$ cat src/rtl/spart_tx_if.sv
// Bus-side signals of the SPART transmitter: byte write handshake, baud tick,
// serial line out and the transmit-buffer-ready status.
interface spart_tx_if;
  logic       enable;
  logic       wrt_tx;
  logic [7:0] data_in;
  logic       txd;
  logic       tbr;

  modport master (output enable, output wrt_tx, output data_in,
                  input txd, input tbr);
  modport slave  (input enable, input wrt_tx, input data_in,
                  output txd, output tbr);
endinterface

$ cat src/rtl/spart_tx.sv
// SPART serial transmitter: one-entry holding register feeding an 8N1 shifter
// (LSB first), bit timing paced by the oversampling enable tick.
//
// state | meaning
// IDLE  | line high, waiting for a full holding register
// START | start bit (low) for TICKS_PER_BIT ticks
// DATA  | eight data bits, shift[0] on the line
// STOP  | stop bit (high); may hand straight over to the next START
module spart_tx #(
  parameter int TICKS_PER_BIT = 16
) (
  input logic      clk,
  input logic      rst_n,
  spart_tx_if.slave bus
);

  localparam int TW = (TICKS_PER_BIT > 1) ? $clog2(TICKS_PER_BIT) : 1;
  localparam logic [TW-1:0] TICK_LAST = TW'(TICKS_PER_BIT - 1);

  typedef enum logic [1:0] {IDLE, START, DATA, STOP} state_t;

  state_t        state;
  logic [TW-1:0] tick_cnt;
  logic [2:0]    bit_cnt;
  logic [7:0]    shift;
  logic [7:0]    hold;
  logic          hold_empty;
  logic          txd_r;
  logic          bit_end;
  logic          xfer;

  assign bit_end = bus.enable && (tick_cnt == TICK_LAST);
  // Transfer may also happen on the last stop-bit tick, giving gapless frames.
  assign xfer    = !hold_empty && ((state == IDLE) || ((state == STOP) && bit_end));

  assign bus.txd = txd_r;
  assign bus.tbr = hold_empty;

  always_ff @(posedge clk or negedge rst_n) begin
    if (!rst_n) begin
      state      <= IDLE;
      tick_cnt   <= '0;
      bit_cnt    <= '0;
      shift      <= '0;
      hold       <= '0;
      hold_empty <= 1'b1;
      txd_r      <= 1'b1;
    end else begin
      if (bus.wrt_tx && hold_empty) begin
        hold       <= bus.data_in;
        hold_empty <= 1'b0;
      end

      case (state)
        IDLE: txd_r <= 1'b1;
        START: begin
          if (bus.enable) begin
            if (bit_end) begin
              tick_cnt <= '0;
              bit_cnt  <= '0;
              state    <= DATA;
              txd_r    <= shift[0];
            end else begin
              tick_cnt <= tick_cnt + TW'(1);
            end
          end
        end
        DATA: begin
          if (bus.enable) begin
            if (bit_end) begin
              tick_cnt <= '0;
              shift    <= {1'b0, shift[7:1]};
              bit_cnt  <= bit_cnt + 3'd1;
              if (bit_cnt == 3'd7) begin
                state <= STOP;
                txd_r <= 1'b1;
              end else begin
                txd_r <= shift[1];
              end
            end else begin
              tick_cnt <= tick_cnt + TW'(1);
            end
          end
        end
        STOP: begin
          if (bus.enable) begin
            if (bit_end) begin
              tick_cnt <= '0;
              state    <= IDLE;
              txd_r    <= 1'b1;
            end else begin
              tick_cnt <= tick_cnt + TW'(1);
            end
          end
        end
        default: state <= IDLE;
      endcase

      // Placed last so a transfer overrides the per-state updates above.
      if (xfer) begin
        shift      <= hold;
        hold_empty <= 1'b1;
        state      <= START;
        tick_cnt   <= '0;
        txd_r      <= 1'b0;
      end
    end
  end

endmodule

$ cat src/flat_wrapper.sv
// flat-port wrapper written by rule: the top's interface ports become plain ports
module spart_tx_flat 
#(
  parameter int TICKS_PER_BIT = 16
)
  (clk, rst_n, bus_enable, bus_wrt_tx, bus_data_in, bus_txd, bus_tbr);
  spart_tx_if bus_i ();
  input logic clk;
  input logic rst_n;
  input wire logic [$bits(bus_i.enable)-1:0] bus_enable;
  input wire logic [$bits(bus_i.wrt_tx)-1:0] bus_wrt_tx;
  input wire logic [$bits(bus_i.data_in)-1:0] bus_data_in;
  output wire logic [$bits(bus_i.txd)-1:0] bus_txd;
  output wire logic [$bits(bus_i.tbr)-1:0] bus_tbr;
  assign bus_i.enable = bus_enable;
  assign bus_i.wrt_tx = bus_wrt_tx;
  assign bus_i.data_in = bus_data_in;
  assign bus_txd = bus_i.txd;
  assign bus_tbr = bus_i.tbr;
  spart_tx #(.TICKS_PER_BIT(TICKS_PER_BIT)) u_core (.clk(clk), .rst_n(rst_n), .bus(bus_i));
endmodule
$ cat config.mk
export PLATFORM = sky130hd
export DESIGN_NAME = spart_tx_flat
export DESIGN_NICKNAME = d
export VERILOG_FILES = /design/src/rtl/spart_tx_if.sv /design/src/rtl/spart_tx.sv /design/src/flat_wrapper.sv
export SDC_FILE = /design/constraint.sdc
export NUM_CORES = 1
export LEC_CHECK = 0
export BUFFER_PORTS_ARGS = -buffer_cell sky130_fd_sc_hd__buf_2
export CORE_MARGIN = 5
export CORE_UTILIZATION = 51
export DETAILED_ROUTE_END_ITERATION = 6
export PLACE_DENSITY_LB_ADDON = 0.25
export SLEW_MARGIN = 20
export SYNTH_ARGS = -nofsm -noshare
export SYNTH_HDL_FRONTEND = slang
export SYNTH_SLANG_ARGS = --single-unit
export TNS_END_PERCENT = 20
$ cat constraint.sdc
create_clock -name clk -period 1.5 [get_ports clk]
set_input_delay 0.3 -clock clk [delete_from_list [all_inputs] [get_ports clk]]
set_output_delay 0.3 -clock clk [all_outputs]
set_load 0.05 [all_outputs]
==> results of run 1 <==
==> cells in the final DEF, fill, tap and decap left out, types with 2 or more instances in the layout <==
master	netlist	routed
ha_4	0	5
a32o_1	2	2
clkbuf_4	0	4
dfrtp_2	0	2
o21ai_1	10	10
mux2i_1	8	8
ha_1	8	3
dfstp_2	2	2
buf_2	3	11
o211ai_1	3	3
inv_2	1	2
dfrtp_1	25	23
nand2_1	13	13
buf_4	0	17
nor2_1	4	4
a21oi_1	3	3
mux2_2	8	8
==> metrics by stage <==
stage | total power (uW) | setup slack, ps | std cells | util (%) | TNS (ps)
final | 3630 | -134 | 182 | 66.6 | -946
after global routing | 3910 | -174 | 182 | 66.6 | -2080
after CTS | 3450 | -86.3 | 180 | 64.4 | -337
after detailed placement | 2890 | -143 | 172 | 59.0 | -813
after global placement | 2810 | -82.0 | 172 | 59.0 | -271
after floorplan | 2400 | -126 | 119 | - | -190
==> synth_stat cells (all sizes together), types with 2 or more instances <==
cell,n
dfrtp,25
nand2,14
o21ai,12
mux2,9
ha,8
mux2i,8
buf,4
inv,4
nor2,4
a21oi,3
nand2b,3
o211ai,3
a32o,2
a32oi,2
dfstp,2
nand4,2
==> where the power goes <==
| part | leakage, uW | total [uW] | switching (uW) | internal (uW) |
|---|---|---|---|---|
| clock network | 0.0000177 | 319 | 219 | 100 |
| registers | 0.000331 | 1310 | 246 | 1060 |
| logic | 0.000490 | 2010 | 948 | 1060 |
| total | 0.000839 | 3630 | 1410 | 2220 |
==> area by class of cell <==
cell class / instances / area, um^2 / share of cell area [%]
clock inverter: 1 / 5.00 / 0.280
tap: 31 / 38.8 / 2.17
timing repair buffer: 32 / 240 / 13.4
clock buffer: 3 / 22.5 / 1.26
multi-input combinational: 84 / 783 / 43.8
inverter: 4 / 17.5 / 0.980
sequential: 27 / 681 / 38.1
==> metal layers <==
metal	vias to the layer above	global-route usage, %	wire length [um]
met4	0	7.43	47
li1	496	-	-
met1	520	20.7	1360
met5	-	0	0
met3	4	1.80	59
met2	9	27.6	1650
==> logic make-up after synthesis <==
logic type,synth area share (%)
AND/OR/NAND/NOR,12.0
AO/OA/AOI/OAI,15.0
flip-flops,48.7
multiplexers,13.3
buffers and inverters,3.23
adder cells (fa/ha/maj),7.18
XOR/XNOR,0.628
==> registers in the layout, indices dropped and copies added, names as in the netlist <==
name             cells
u_core.state         2
u_core.bus.tbr       1
u_core.tick_cnt      4
u_core.bit_cnt       3
u_core.shift         8
u_core.hold          8
u_core.bus.txd       1
==> worst register-to-register path: cells and delay by family (launching register included) <==
| kind | cells | cell delay (ps) |
|---|---|---|
| buffers and inverters | 2 | 250 |
| AOI/OAI and AO/OA | 2 | 280 |
| DFF | 1 | 490 |
| and+or+nand+nor | 2 | 340 |
| adders and majority gates | 1 | 180 |
==> how the worst min path moves through the flow <==
stage	start	endpoint	slack, ps	depth (start not counted)
after detailed placement	rst_n	u_core.shift[7]	340	1
final	bus_wrt_tx	u_core.bus.tbr	140	2
after global routing	bus_wrt_tx	u_core.bus.tbr	130	2
after CTS	bus_wrt_tx	u_core.bus.tbr	110	2
after floorplan	rst_n	u_core.bit_cnt[0]	4	0
after global placement	rst_n	u_core.tick_cnt[1]	340	1
==> timing repair <==
action	CTS	global route
hold buffers	1	0
pin swaps	5	1
endpoints found under the hold margin	25	0
buffers inserted	3	1
gates resized for setup	16	8
cloned	0	1
setup endpoints to repair	13	20
==> summary.txt, run 1 <==
Clock network
  – CTS clk-pin slew, worst paths: approximately 150 ps
  – CTS tree: done
  – CTS buffer count: 3
  – Clock Path Buffers: 2
  – CTS H-tree depth: 1
  – Root Driver: clkbuf_4
  – Clk_lat worst skew: ~330 ps
  – Clk sink count: 27

Logic synthesis
  – Syn Inst Count: roughly 120
  – Synth warn: 0
  – Synth area leaders: dfrtp_1 45%, ha_1 7.2%, mux2_2 6.5%
  – Distinct cells, synth: 38
  – Post-synth top area cell: dfrtp_1
  – Mean Syn Cell Area: 11.7 um^2
  – Syn Nets: ~140
  – EDFF count, synth: 0
  – Post-Syn Area: between 1000 and 1500 um^2
  – Post-synth top area share: about 45%
  – #FFs+latches synth: 27
  – Sequential area share after synthesis: 48.7%
  – FFs w/ async S/R, synth: 100%
  – Post-synth top flop: dfrtp_1

Timing
  – Slew HR: between 50% and 60%
  – Fin crit share: 109%
  – Worst-Margin Slew: about 610 ps
  – Post-route clock skew: a little under 10 ps
  – Slew Limit Fails: 0
  – F_max: between 0.6 and 0.7 GHz
  – Fin crit period: 1630 ps
  – # setup viols final: 15
  – Worst hold margin: around 140 ps
  – RSZ-0062 raised after global routing: yes
  – Final Hold Viols: 0
  – Setup WS post-layout: -134 ps

Setup path
  – Slowest stage delay, CP: just under 500 ps
  – Setup CP Type: flip-flop to flip-flop
  – Crit Path Max Fanout: 4
  – WP depth: 7
  – End point of the critical path: u_core.state[1]
  – CP max stage cell: dfrtp_2
  – Flop-to-flop setup slack: -130 ps
  – Critical path's top delay family: flip-flops
  – Critical-path cell list: inv_2, ha_4, nand2b_4, o31ai_4, or2_4, buf_4, a32oi_1
  – Worst r2r src: u_core.state[1]
  – R2R cell count: 7
  – CP required: approximately 1700 ps
  – Critical Path End Type: flip-flop
  – Arr. time, crit path: ~1900 ps
  – FF-to-FF End: u_core.state[1]
  – Critical Path Start Type: flip-flop
  – Buf/Inv on CP: 2
  – Source of the critical timing path: u_core.state[1]

Route
  – DR vias/cell: approximately 5.7
  – DRC viols: 0
  – Initial DRT Pass Iterations: 4
  – Vias: a little over 1,000
  – Antenna Nets Post-Route: 0
  – Drt wl/cell: 17.1 um
  – Wirelength, routed: between 3000 and 4000 um
  – DRT iter0 DRCs: 69

Power
  – Leakage: ~0.00084 uW
  – Max VDD drop: ~1500 uV
  – Pwr Density: a little over 2000 nW/um^2

Min path
  – Worst hold path type: primary input to flip-flop

Global routing
  – Tot GR Track Use: 16.3%
  – Initial antenna violation count: 0
  – First-pass GRT wire length: a little over 5000 um
  – Congestion Overflow GR: 0
  – Vias in the first global route: between 1,000 and 1,500
  – Largest net degree at the start of global routing: 28

Place
  – DP HPWL: between 1500 and 2000 um
  – Port bufs: 13
  – Placed cell area: 1590 um^2
  – Gpl congestion: 0.982

Floorplanning
  – Initial Util: around half
  – # IOs: 14
  – Std cell rows: 19
  – Core Area: approximately 2700 um^2
  – Die X-Extent: 62.3 um
  – Die Ht: between 60 and 70 um
  – Full die area: 3880 um^2

Finish
  – Fillers: around 210
  – Area Overhead vs Synth: 28.3%
  – Fraction of layout cells with a size suffix above 1: a little under half
  – Antenna cells: 0
  – Final instance area: about 1800 um^2
  – Final net count: 172

Run status
  – Status: complete, but fails checks
  – Violated checks: setup timing

Job
  – Max-Cap Viols: 0
Power figures use the tool's default switching activity.
==> run 2, diff against run 1 <==
--- a/config.mk
+++ b/config.mk
@@ -10,6 +10,7 @@
 export CORE_UTILIZATION = 51
 export DETAILED_ROUTE_END_ITERATION = 6
 export PLACE_DENSITY_LB_ADDON = 0.25
+export SETUP_SLACK_MARGIN = 0.1
 export SLEW_MARGIN = 20
 export SYNTH_ARGS = -nofsm -noshare
 export SYNTH_HDL_FRONTEND = slang
==> run 2 against run 1 <==
  * Worst setup slack got worse by 50 ps
  * Count of clock-buffer cells in the layout did not move
  * Global-route usage shrank 0.85 points
  * Utilization fell by 1.4 points
  * Largest cell class unchanged
  * Clock power is essentially flat
  * First-iteration DRC count is 39% lower
  * Cell area down 2.2%
  * The flow still finishes with violations (setup timing)
  * Sequential power barely moved
  * Register-to-register slack worse by 50 ps
  * Sequential share of layout area grew 0.77 points
  * Critical path depth fell by 2
==> summary.txt, run 2 (synthesis results as in run 1) <==
Run status
  – Status: complete, but fails checks
  – Violated checks: setup timing

Timing
  – Fin crit period: ~1700 ps
  – Total negative slack: -1810 ps
  – Slew Limit Fails: 0
  – RSZ-0062 raised after global routing: yes
  – Slew HR: 60.6%
  – Post-route clock skew: 2.16 ps
  – Setup WS post-layout: -184 ps
  – Worst hold margin: about 130 ps
  – Final Hold Viols: 0
  – F_max: 0.594 GHz
  – Worst-Margin Slew: around 590 ps
  – Fin crit share: 112%
  – # setup viols final: 15

Finish
  – Register Area: just under 700 um^2
  – Final net count: ~170
  – Fillers: 220
  – Antenna cells: 0
  – Commonest non-fill, non-tap cell in the layout: dfrtp_1
  – Area Overhead vs Synth: 25.5%
  – Final instance area: about 1700 um^2
  – Area of the multi-input gates: between 700 and 800 um^2
  – Final Non-Filler Cells: about 180
  – Fraction of layout cells with a size suffix above 1: between 40% and 50%
  – Most frequent cells in the layout: 24 x dfrtp_1, 12 x nand2_1, 12 x buf_4, 11 x buf_2, 9 x o21ai_1
  – Biggest regs: u_core.hold x8, u_core.shift x8, u_core.tick_cnt x4

Route
  – Wirelength, routed: 2800 um
  – WL met2: between 1000 and 1500 um
  – Routed length on met1: 1250 um
  – DR vias/cell: approximately 5.6
  – Drt wl/cell: approximately 16 um
  – DRC viols: 0
  – Max layer used: met4
  – Vias: ~1,000
  – Antenna Nets Post-Route: 0
  – DRT iter0 DRCs: 42
  – Initial DRT Pass Iterations: 3
  – Met3 routed WL: roughly 66 um

Floorplanning
  – Die Ht: ~62 um
  – Initial Util: between 50 and 60%
  – Core Area: about 2700 um^2
  – # IOs: 14
  – Full die area: 3880 um^2
  – Die X-Extent: between 60 and 70 um
  – Std cell rows: 19

Global routing
  – First-pass GRT wire length: ~5000 um
  – Vias in the first global route: around 1,100
  – Congestion Overflow GR: 0
  – Tot GR Track Use: 15.4%
  – Initial antenna violation count: 0
  – Largest net degree at the start of global routing: 28

Clock network
  – Clk sink count: 27
  – Root Driver: clkbuf_4
  – CTS tree: done
  – Clock Path Buffers: 2
  – CTS clk-pin slew, worst paths: about 150 ps
  – CTS buffer count: 3
  – Clk_lat worst skew: ~320 ps
  – CTS H-tree depth: 1

Place
  – DP HPWL: ~2000 um
  – Port bufs: 13
  – Placed cell area: 1580 um^2
  – Dpl cells: between 150 and 200
  – Post-Place Setup Slack: -157 ps
  – Gpl congestion: 1.01

Setup path
  – Setup CP Type: flip-flop to flip-flop
  – Crit Path Max Fanout: 3
  – Arr. time, crit path: a little under 2000 ps
  – Flop-to-flop setup slack: -180 ps
  – CP required: between 1500 and 2000 ps
  – Critical Path End Type: flip-flop
  – Critical Path Start Type: flip-flop

Power
  – Pwr Density: 1990 nW/um^2
  – Leakage: 0.000820 uW
  – Max VDD drop: around 1500 uV

Job
  – Max-Cap Viols: 0

Min path
  – Worst hold path type: primary input to flip-flop
-- run 2: cell count changes in the layout (fill, tap and decap cells not counted), moves of 2 or more --
cell,change
buf_8,+2
ha_4,-2
buf_6,+2
buf_4,-5
ha_2,+2
-- run 2: worst paths after layout --
check | end | start | cells after the start
min in group asynchronous | u_core.tick_cnt[1] | rst_n | 2
setup reg to reg | u_core.bus.txd | u_core.state[0] | 5
max in group asynchronous | u_core.state[1] | rst_n | 2
hold reg to reg | u_core.shift[6] | u_core.hold[6] | 2
hold / removal | u_core.bus.tbr | bus_wrt_tx | 2
setup / recovery | u_core.bus.txd | u_core.state[0] | 5
-- run 2: per-stage QoR --
step | power (uW) | utilization, %
detailed placement | 2860 | 58.7
CTS | 3300 | 62.6
global placement | 2780 | 58.7
finish | 3480 | 65.1
floorplan | 2400 | -
global route | 3750 | 65.1
-- run 2: report_power, final --
group / leakage, uW / switching (uW) / internal (uW)
combinational: 0.000474 / 903 / 969
clock: 0.0000139 / 217 / 102
sequential: 0.000333 / 223 / 1060
-- run 2: critical path, stage by stage, from the launching register on --
cell and delay (ps):
dfrtp_1 450, buf_6 140, ha_4 160, a2111oi_4 400
or2_4 200, mux2_4 290
-- run 2: layout make-up --
| cell class | count | share of cell area (%) |
|---|---|---|
| clock inverter | 1 | 0.429 |
| timing repair buffer | 29 | 12.7 |
| multi-input combinational | 84 | 43.6 |
| tap | 31 | 2.22 |
| sequential | 27 | 38.8 |
| clock buffer | 3 | 1.29 |
| inverter | 4 | 0.858 |
-- run 2: routing by layer --
layer,GRT usage [%],vias up
li1,-,495
met1,20.4,486
met2,25.6,14
met3,1.98,8
met4,5.84,0
met5,0,-
-- run 2: what timing repair did --
item | 4_1_cts | 5_1_grt
setup buffers | 2 | 1
endpoints found under the hold margin | 25 | 0
resized for setup | 12 | 13
hold buffers | 1 | 0
endpoints found under the setup margin | 20 | 25
pin swaps | 3 | 4
